<file path="src/rtl/apa102_pkg.sv">
// Shared constants, state encodings and helpers for the APA102 frame controller.
package apa102_pkg;

    localparam int START_BITS = 32;
    localparam int LED_BITS   = 32;
    localparam int PIXEL_W    = 24;
    localparam int TAIL_BITS  = 32;

    typedef enum logic [1:0] {
        HUNT,
        DATA,
        TAIL
    } trk_state_t;

    typedef enum logic {
        S_IDLE,
        S_SEND
    } serve_state_t;

    // 8-bit increment that sticks at 255.
    function automatic logic [7:0] sat_inc8(input logic [7:0] v);
        return (v == 8'hFF) ? v : v + 8'd1;
    endfunction

endpackage

</file>
<file path="src/rtl/apa102_bit_tracker.sv">
// Shadows the receiver's bit framing: start run, LED data, end frame.
// Emits a one-cycle frame_done on the last data edge and a one-cycle abort
// when sck stalls inside a frame.
module apa102_bit_tracker
    import apa102_pkg::*;
#(
    parameter int NUM_LEDS       = 7,
    parameter int TIMEOUT_CYCLES = 4096
) (
    input  logic clk,
    input  logic rst,
    input  logic sck,
    input  logic sda,
    output logic frame_done,
    output logic abort
);

    localparam int DATA_BITS = NUM_LEDS * LED_BITS;
    localparam int BIT_W     = $clog2((DATA_BITS > TAIL_BITS) ? DATA_BITS : TAIL_BITS);
    localparam int TO_W      = $clog2(TIMEOUT_CYCLES + 1);

    logic             last_sck;
    logic             sck_rise;
    trk_state_t       state, state_n;
    logic [7:0]       zero_cnt, zero_n;
    logic [BIT_W-1:0] bit_cnt, bit_n;
    logic [TO_W-1:0]  to_cnt, to_n;

    // sck is deliberately not synchronised so edges line up with the receiver.
    assign sck_rise = sck & ~last_sck;

    // State and counter registers.
    always_ff @(posedge clk) begin
        if (rst) begin
            last_sck <= 1'b0;
            state    <= HUNT;
            zero_cnt <= '0;
            bit_cnt  <= '0;
            to_cnt   <= '0;
        end else begin
            last_sck <= sck;
            state    <= state_n;
            zero_cnt <= zero_n;
            bit_cnt  <= bit_n;
            to_cnt   <= to_n;
        end
    end

    // Next-state: framing advances on sck edges, the stall timer on clk.
    always_comb begin
        state_n    = state;
        zero_n     = zero_cnt;
        bit_n      = bit_cnt;
        to_n       = to_cnt;
        frame_done = 1'b0;
        abort      = 1'b0;

        if (sck_rise)
            to_n = '0;
        else if (state != HUNT)
            to_n = to_cnt + 1'b1;

        if (state != HUNT && !sck_rise && to_cnt == TO_W'(TIMEOUT_CYCLES - 1)) begin
            abort   = 1'b1;
            state_n = HUNT;
            zero_n  = '0;
            bit_n   = '0;
            to_n    = '0;
        end else if (sck_rise) begin
            case (state)
                HUNT: begin
                    if (sda)
                        zero_n = '0;
                    else if (zero_cnt == 8'(START_BITS - 1)) begin
                        state_n = DATA;
                        zero_n  = '0;
                        bit_n   = '0;
                    end else
                        zero_n = zero_cnt + 8'd1;
                end
                DATA: begin
                    if (bit_cnt == BIT_W'(DATA_BITS - 1)) begin
                        frame_done = 1'b1;
                        state_n    = TAIL;
                        bit_n      = '0;
                    end else
                        bit_n = bit_cnt + 1'b1;
                end
                TAIL: begin
                    if (bit_cnt == BIT_W'(TAIL_BITS - 1)) begin
                        state_n = HUNT;
                        bit_n   = '0;
                    end else
                        bit_n = bit_cnt + 1'b1;
                end
                default: state_n = HUNT;
            endcase
        end
    end

endmodule

</file>
<file path="src/rtl/apa102_frame_ctrl.sv">
// APA102 frame controller: snapshots each complete receiver frame into a
// shadow buffer and serves it pixel by pixel over valid/ready. Also pulses
// the receiver reset after a stalled transfer.
module apa102_frame_ctrl
    import apa102_pkg::*;
#(
    parameter int NUM_LEDS       = 7,
    parameter int TIMEOUT_CYCLES = 4096
) (
    input  logic                          clk,
    input  logic                          rst,
    input  logic                          sck,
    input  logic                          sda,
    input  logic [PIXEL_W*NUM_LEDS-1:0]   rx_data,
    output logic                          rx_rst_n,
    output logic                          led_valid,
    input  logic                          led_ready,
    output logic [2:0]                    led_index,
    output logic [PIXEL_W-1:0]            led_rgb,
    output logic [7:0]                    frame_count,
    output logic [7:0]                    drop_count,
    output logic [7:0]                    timeout_count
);

    localparam int         FRAME_W  = PIXEL_W * NUM_LEDS;
    localparam logic [2:0] LAST_IDX = 3'(NUM_LEDS - 1);

    logic               frame_done;
    logic               abort;
    logic [1:0]         snap_pipe;
    logic               snap;
    logic               rst_hold;
    serve_state_t       serve, serve_n;
    logic [2:0]         idx_n;
    logic               accept;
    logic               drop;
    logic [FRAME_W-1:0] shadow;
    logic [PIXEL_W-1:0] pix;

    apa102_bit_tracker #(
        .NUM_LEDS       (NUM_LEDS),
        .TIMEOUT_CYCLES (TIMEOUT_CYCLES)
    ) u_tracker (
        .clk        (clk),
        .rst        (rst),
        .sck        (sck),
        .sda        (sda),
        .frame_done (frame_done),
        .abort      (abort)
    );

    // Delay frame_done two cycles so the receiver's final write has landed.
    always_ff @(posedge clk) begin
        if (rst)
            snap_pipe <= '0;
        else
            snap_pipe <= {snap_pipe[0], frame_done};
    end

    assign snap = snap_pipe[1];

    // Receiver reset: low in rst, and low for two cycles after an abort.
    always_ff @(posedge clk) begin
        if (rst) begin
            rx_rst_n <= 1'b0;
            rst_hold <= 1'b0;
        end else if (abort) begin
            rx_rst_n <= 1'b0;
            rst_hold <= 1'b1;
        end else if (rst_hold) begin
            rx_rst_n <= 1'b0;
            rst_hold <= 1'b0;
        end else begin
            rx_rst_n <= 1'b1;
        end
    end

    // Serve FSM registers, shadow buffer and statistics.
    always_ff @(posedge clk) begin
        if (rst) begin
            serve         <= S_IDLE;
            led_index     <= '0;
            shadow        <= '0;
            frame_count   <= '0;
            drop_count    <= '0;
            timeout_count <= '0;
        end else begin
            serve     <= serve_n;
            led_index <= idx_n;
            if (accept) begin
                shadow      <= rx_data;
                frame_count <= frame_count + 8'd1;
            end
            if (drop)
                drop_count <= sat_inc8(drop_count);
            if (abort)
                timeout_count <= sat_inc8(timeout_count);
        end
    end

    // Serve next-state: a snap while sending (even on the last beat) is a drop.
    always_comb begin
        serve_n = serve;
        idx_n   = led_index;
        accept  = 1'b0;
        drop    = 1'b0;
        case (serve)
            S_IDLE: begin
                if (snap) begin
                    serve_n = S_SEND;
                    idx_n   = '0;
                    accept  = 1'b1;
                end
            end
            S_SEND: begin
                if (snap)
                    drop = 1'b1;
                if (led_ready) begin
                    if (led_index == LAST_IDX) begin
                        serve_n = S_IDLE;
                        idx_n   = '0;
                    end else
                        idx_n = led_index + 3'd1;
                end
            end
            default: serve_n = S_IDLE;
        endcase
    end

    // Pixel mux: LED 0 sits in the most significant word of the frame.
    always_comb begin
        pix = '0;
        for (int i = 0; i < NUM_LEDS; i++)
            if (led_index == 3'(i))
                pix = shadow[FRAME_W-1-PIXEL_W*i -: PIXEL_W];
    end

    assign led_valid = (serve == S_SEND);
    assign led_rgb   = led_valid ? pix : '0;

endmodule

</file>
<file path="config.mk">
export PLATFORM = sky130hd
export DESIGN_NAME = apa102_frame_ctrl
export DESIGN_NICKNAME = d
export VERILOG_FILES = /design/src/rtl/apa102_pkg.sv /design/src/rtl/apa102_bit_tracker.sv /design/src/rtl/apa102_frame_ctrl.sv
export SDC_FILE = /design/constraint.sdc
export NUM_CORES = 1
export LEC_CHECK = 0
export ABC_AREA = 0
export CAP_MARGIN = 30
export CORE_ASPECT_RATIO = 0.7
export CORE_MARGIN = 2
export CORE_UTILIZATION = 46
export DETAILED_ROUTE_END_ITERATION = 8
export GPL_TIMING_DRIVEN = 0
export PLACE_DENSITY = 0.75
export REMOVE_ABC_BUFFERS = 1
export SYNTH_ARGS = -nofsm -noshare
export SYNTH_HDL_FRONTEND = slang
export SYNTH_SLANG_ARGS = --single-unit
</file>
<file path="constraint.sdc">
create_clock -name clk -period 3.1 [get_ports clk]
set_input_delay 0.31 -clock clk [delete_from_list [all_inputs] [get_ports clk]]
set_output_delay 0.31 -clock clk [all_outputs]
set_load 0.02 [all_outputs]
</file>
==> Word level (Yosys, flattened, before mapping) <==
Cells that the tools add are included.
{ "word_totals": {"rom_bits": 0, "latch_bits": 0, "memories": 0, "regBits": 232, "ramBits": 0} }
{ "op_classes": {"n_bitwise": 7, "n_reduce_logical": 17, "n_div": 0, "n_mul": 0, "n_mux": 34, "shifts": 0, "order_cmp": 0, "n_eq_ne": 20, "add_sub_neg": 7} }
{ "op_table": {"columns": ["op", "count"], "rows": [
  ["$mux 24", 8],
  ["$mux 8", 6],
  ["$add 8x1->8 const B", 5],
  ["$eq 8x8->1 const B", 3],
  ["$pmux 8 s3", 1],
  ["$eq 8x5->1 const B", 2],
  ["$add 13x1->13 const B", 1],
  ["$eq 13x12->1 const B", 1],
  ["$eq 3x3->1 const B", 3],
  ["$mux 1", 9],
  ["$mux 3", 3],
  ["$mux 2", 4],
  ["$reduce_and 2->1", 4],
  ["$eq 3x2->1 const B", 2],
  ["$ne 2x1->1 const B", 3],
  ["$ne 2x2->1 const B", 3],
  ["$not 1->1", 6],
  ["$pmux 2 s3", 1],
  ["$pmux 3 s2", 1],
  ["$reduce_and 5->1", 1],
  ["$reduce_and 4->1", 1],
  ["$reduce_or 2->1", 2],
  ["$reduce_or 4->1", 1],
  ["$add 3x1->3 const B", 1],
  ["other kinds (12)", 13]
]} }

==> Logic depth before layout (Yosys ltp) <==
{ "depth": {"depth_word": 9, "ltp_mapped": 12, "ltp_nobuf": 7} }

==> Hierarchy <==
Synthesis repeated with hierarchy kept, for this count alone.
{ "unflattened": {"hier_cells": 1359, "hier_area_um2": 10465.0} }
{ "modules_own_cells": {"columns": ["module", "cells_each", "seq_area_each_um2", "area_per_inst_um2", "instances"], "rows": [
  ["apa102_frame_ctrl", 1165, 4003.8, 8787.2, 1],
  ["apa102_bit_tracker", 194, 640.6, 1677.9, 1]
]} }

==> Least setup slack after synthesis <==
Ideal clock, no wire load.
{ "synth_timing": {"path_type": "reg2out", "start": "register led_index[1]", "end": "output port led_rgb[10]", "setup_slack_ns": -0.159, "required_ns": 2.790, "path_stages_with_launch": 12, "arrival_time_ns": 2.949, "path_cell_list": "dfxtp_1 buf_1 buf_1 and2_1 ha_1 clkbuf_1 nor2b_1 clkbuf_1 clkbuf_1 a22oi_1 o21ai_0 o221a_2"} }
{ "synth_via": {"elab_chain_len": 9, "word_cells_on_any_way": 15, "cone_classes": "eq/ne (6); mux (8); reduce/logical (1)"} }
{ "synth_lines": {"columns": ["item", "line", "rtl"], "rows": [
  ["from (decl)", "apa102_frame_ctrl.sv:18", "output logic [2:0] led_index,"],
  ["from (signal assigned)", "apa102_frame_ctrl.sv:89", "led_index <= idx_n;"],
  ["$logic_not 3->1", "apa102_frame_ctrl.sv:134", "if (led_index == 3'(i))"],
  ["$mux 24 (6 in series)", "apa102_frame_ctrl.sv:134", null],
  ["$mux 24 (*)", "apa102_frame_ctrl.sv:134", null],
  ["$mux 24 (*)", "apa102_frame_ctrl.sv:139", "assign led_rgb = led_valid ? pix : '0;"],
  ["to (decl)", "apa102_frame_ctrl.sv:19", "output logic [PIXEL_W-1:0] led_rgb,"]
]} }
Every way passes the cells marked *; elsewhere a longest branch is shown, timed or not.

==> Worst setup path after layout <==
{ "layout_timing": {"start": "register led_index[1]", "end": "output port led_rgb[5]"} }
The elaborated chain is that of the path after synthesis.

==> results.yml <==
final_layout:
  final_common_cell: "nand2_1"
  layout.nets: 1663
  fillers: 1906
  final_cell_mix: "nand2_1, dfxtp_1, a21oi_1, clkdlybuf4s50_1, nor2_1"
  fin_area_mm2: 0.01370
  fin_cells: 1779
  drive_above_1_share_pct: 9.492
  area_growth_pct: 35.47
status:
  status: "finished, final reports clean"
global_routing:
  antenna_found_initial: 1
  busiest_layer: "met2"
  grt_pass1_wl_mm: 47.27
  gr-total-overflow: 0
  grt_pass1_vias: 8950
  gr-usage-met2_pct: 38.88
  met1_usage_pct: 36.20
  grt_max_degree: 114
  track_usage_pct: 25.03
  grtUsageMet3_pct: 4.375
setup_path:
  critPathMaxStageDelay_ps: 630
  cp.buffers_inverters: 3
  reg2reg_from: "led_valid$_SDFF_PP0_"
  rr_endpoint: "shadow[160]$_SDFFE_PP0P_"
  path_delay_family: "buffers and inverters"
  path_cells: "buf_16 -> and2_1 -> ha_4 -> nor2_4 -> buf_4 -> a22oi_1 -> a21oi_1 -> clkdlybuf4s50_1"
  cp.arrival_ps: 2710
  r2r_slack_ps: 470
  cpMaxStageDelayCell: "clkdlybuf4s50_1"
  path_class: "reg -> out"
  crit_path_end_kind: "output port"
  r2r.worst_path.cells: 7
  cp.depth: 8
  cp_max_fo: 17
  worstPathRequired_ps: 2790
  worstSetupStartpointType: "flip-flop"
clock_tree:
  cts_buffers: 24
  clockBufferDepth: 3
  cts_hold_buf: 0
  worstSkewPairLatency_ps: 510
  cts.clk_slew.worst_paths_ps: 60
  cts_tree: "yes"
  cts.sinks: 232
  htree_num_levels: 1
  root_buffer: "clkbuf_16"
power_and_ir_drop:
  powerDensity_mw_per_mm2: 451.6
  p_int_mw: 4.893
  pwr-share-seq_pct: 48.2
  power_frac_comb_pct: 5.0
  peakVddDrop_mv: 0.4375
  leakagePower_nw: 4.678
  switching_power_mw: 1.295
  netSwitchingFraction_pct: 20.92
  p_clk_share_pct: 46.8
timing:
  hold_violations: 0
  fin_skew_ps: 6.189
  fmax_ghz: 0.3313
  setup_violations: 0
  worst_pin_slew_ps: 988.2
  slew_headroom_pct: 33.98
  min_period_over_period_pct: 97.38
  slew_violations: 0
  post-route-min-period_ps: 3019
  rsz0062_at_grt: "no"
placed_design:
  dp_cells: 1718
  port_buffers: 225
  dpl_cell_area_mm2: 0.01269
  dp_hpwl_mm: 19.34
  gp_congestion: 0.8194
logic_synthesis:
  netlist_area_mm2: 0.01011
  ys_async_sr_fraction_pct: 0
  synth_cell_types: 51
  synth.largest_area_cell: "dfxtp_1"
  syn_area_per_cell_um2: 7.835
  netlist_instances: 1291
  ys.flop_type: "dfxtp_1"
  synth_top_area_share_pct: 45.92
  ys_seq_area_share_pct: 45.92
  yosys_warnings: 0
  yosys-top-cells-area: "dfxtp_1, nand2_1, a21oi_1, a22oi_1, clkbuf_1"
  synth-seq-cells: 232
  synth-edff-count: 0
route:
  routed_wl_mm: 30.21
  final_antenna_net_count: 0
  vias: 9819
  wl_per_cell_um: 16.98
  dr.pass1.iters: 5
  via_per_inst: 5.519
  drc_errors: 0
  initialDrtViolationCount: 785
floorplan:
  die_h_um: 128.1
  num_rows: 45
  io_pins: 226
  die_w_um: 181.2
  core_mm2: 0.02162
  initial_core_util_pct: 46.78
  dieArea_mm2: 0.02321
min_path:
  hold_end: "shadow[154]$_SDFFE_PP0P_"
  hold_path_startpoint: "rst"
  hold_depth: 2
  hp-class: "in -> reg"
job:
  drv_cap: 0
## per-layer routing
| metal | routed length (µm) | part of all wire, % | vias up |
|---|---|---|---|
| met4 | 604 | 2.0 | 0 |
| li1 | - | - | 4806 |
| met1 | 14290 | 47 | 4601 |
| met5 | 0 | 0 | - |
| met3 | 2300 | 7.6 | 46 |
| met2 | 13020 | 43 | 366 |
## registers in the layout, indices dropped and copies added (netlist names)
register            cells
snap_pipe               2
led_valid               1
rst_hold                1
frame_count             8
rx_rst_n                1
u_tracker.state         2
timeout_count           8
drop_count              8
u_tracker.last_sck      1
u_tracker.bit_cnt       8
u_tracker.to_cnt       13
led_index               3
u_tracker.zero_cnt      8
shadow                168
## cell families after synthesis
logic type / count (synthesis) / share of synthesized area [%]
compound gates: 342 / 19.83
flops: 232 / 45.92
simple gates: 541 / 22.64
mux: 34 / 3.662
fa+ha+maj: 11 / 1.361
xor+xnor: 29 / 2.511
buf+inv: 102 / 4.082
## worst max path at each step
stage	from	endpoint	slack, ps
after floorplan	led_valid$_SDFF_PP0_	frame_count[4]$_SDFFE_PP0P_	-4010
after global placement	led_valid$_SDFF_PP0_	shadow[31]$_SDFFE_PP0P_	-8110
after detailed placement	led_index[2]$_SDFFE_PP0P_	led_rgb[1]	-1250
after CTS	led_index[1]$_SDFFE_PP0P_	led_rgb[8]	0.4
after global routing	led_index[1]$_SDFFE_PP0P_	led_rgb[7]	20
final	led_index[1]$_SDFFE_PP0P_	led_rgb[5]	80
## worst register-to-register path, cell delays in order (launching register included)
cell and delay [ps]:
dfxtp_1 550, buf_16 290, nor2b_4 780, buf_12 280, buf_12 240, buf_16 190
nand2_1 90, a21oi_1 130
## cell usage after synthesis, types with 4 or more instances
library cell and number:
a21oi_1 213, inv_1 6, xnor2_1 10, nor4_1 4
mux2_2 24, nand2b_1 5, or4_1 4, clkbuf_1 84
nor3_1 11, ha_1 11, nand3_1 21, a22oi_1 42
mux2i_1 10, nand4_1 8, o221a_2 17, o22a_1 7
xor2_1 19, dfxtp_1 232, nand2_1 373, buf_1 4
o21ai_0 44, and3_1 9, or3_1 8, nor2b_1 9
nor2_1 69
## power groups by stage
stage	clock network, mW	registers, mW	logic (mW)
final	2.89	2.98	0.312
after detailed placement	0	3.05	0.307
after global routing	3.06	2.98	0.330
after CTS	2.94	2.98	0.311
after floorplan	0	3.05	0.0225
after global placement	0	3.05	0.306
## metrics by stage
stage	setup TNS [ps]	power [mW]	utilization [%]	hold slack (ps)	setup slack [ps]
6_report	0	6.188	63.37	243.7	81.25
5_1_grt	0	6.375	63.36	277.5	18.32
4_1_cts	0	6.230	63.39	255.2	0.4201
3_5_place_dp	-20270	3.360	58.71	372.7	-1250
3_3_place_gp	-1564350	3.358	57.03	371.1	-8108
2_1_floorplan	-630900	3.075	-	368.2	-4009
## layout make-up
type / instances / area [µm²] / area share, %
diodes: 1 / 2.502 / 0.01826
inverters: 6 / 26.28 / 0.1918
flip-flops and latches: 232 / 4656 / 33.98
repair inverters: 1 / 5.005 / 0.03653
multi-input cells: 958 / 5142 / 37.53
well taps: 282 / 352.8 / 2.575
clock inverters: 5 / 56.30 / 0.4109
repair buffers: 256 / 2726 / 19.90
clock buffers: 38 / 734.5 / 5.360
## timing repair
action	4_1_cts	5_1_grt
endpoints found under the setup margin	24	24
gates resized for setup	36	13
gates cloned	2	0
pin swaps	4	0
buffers inserted	14	1
Power figures use the tool's default switching activity.
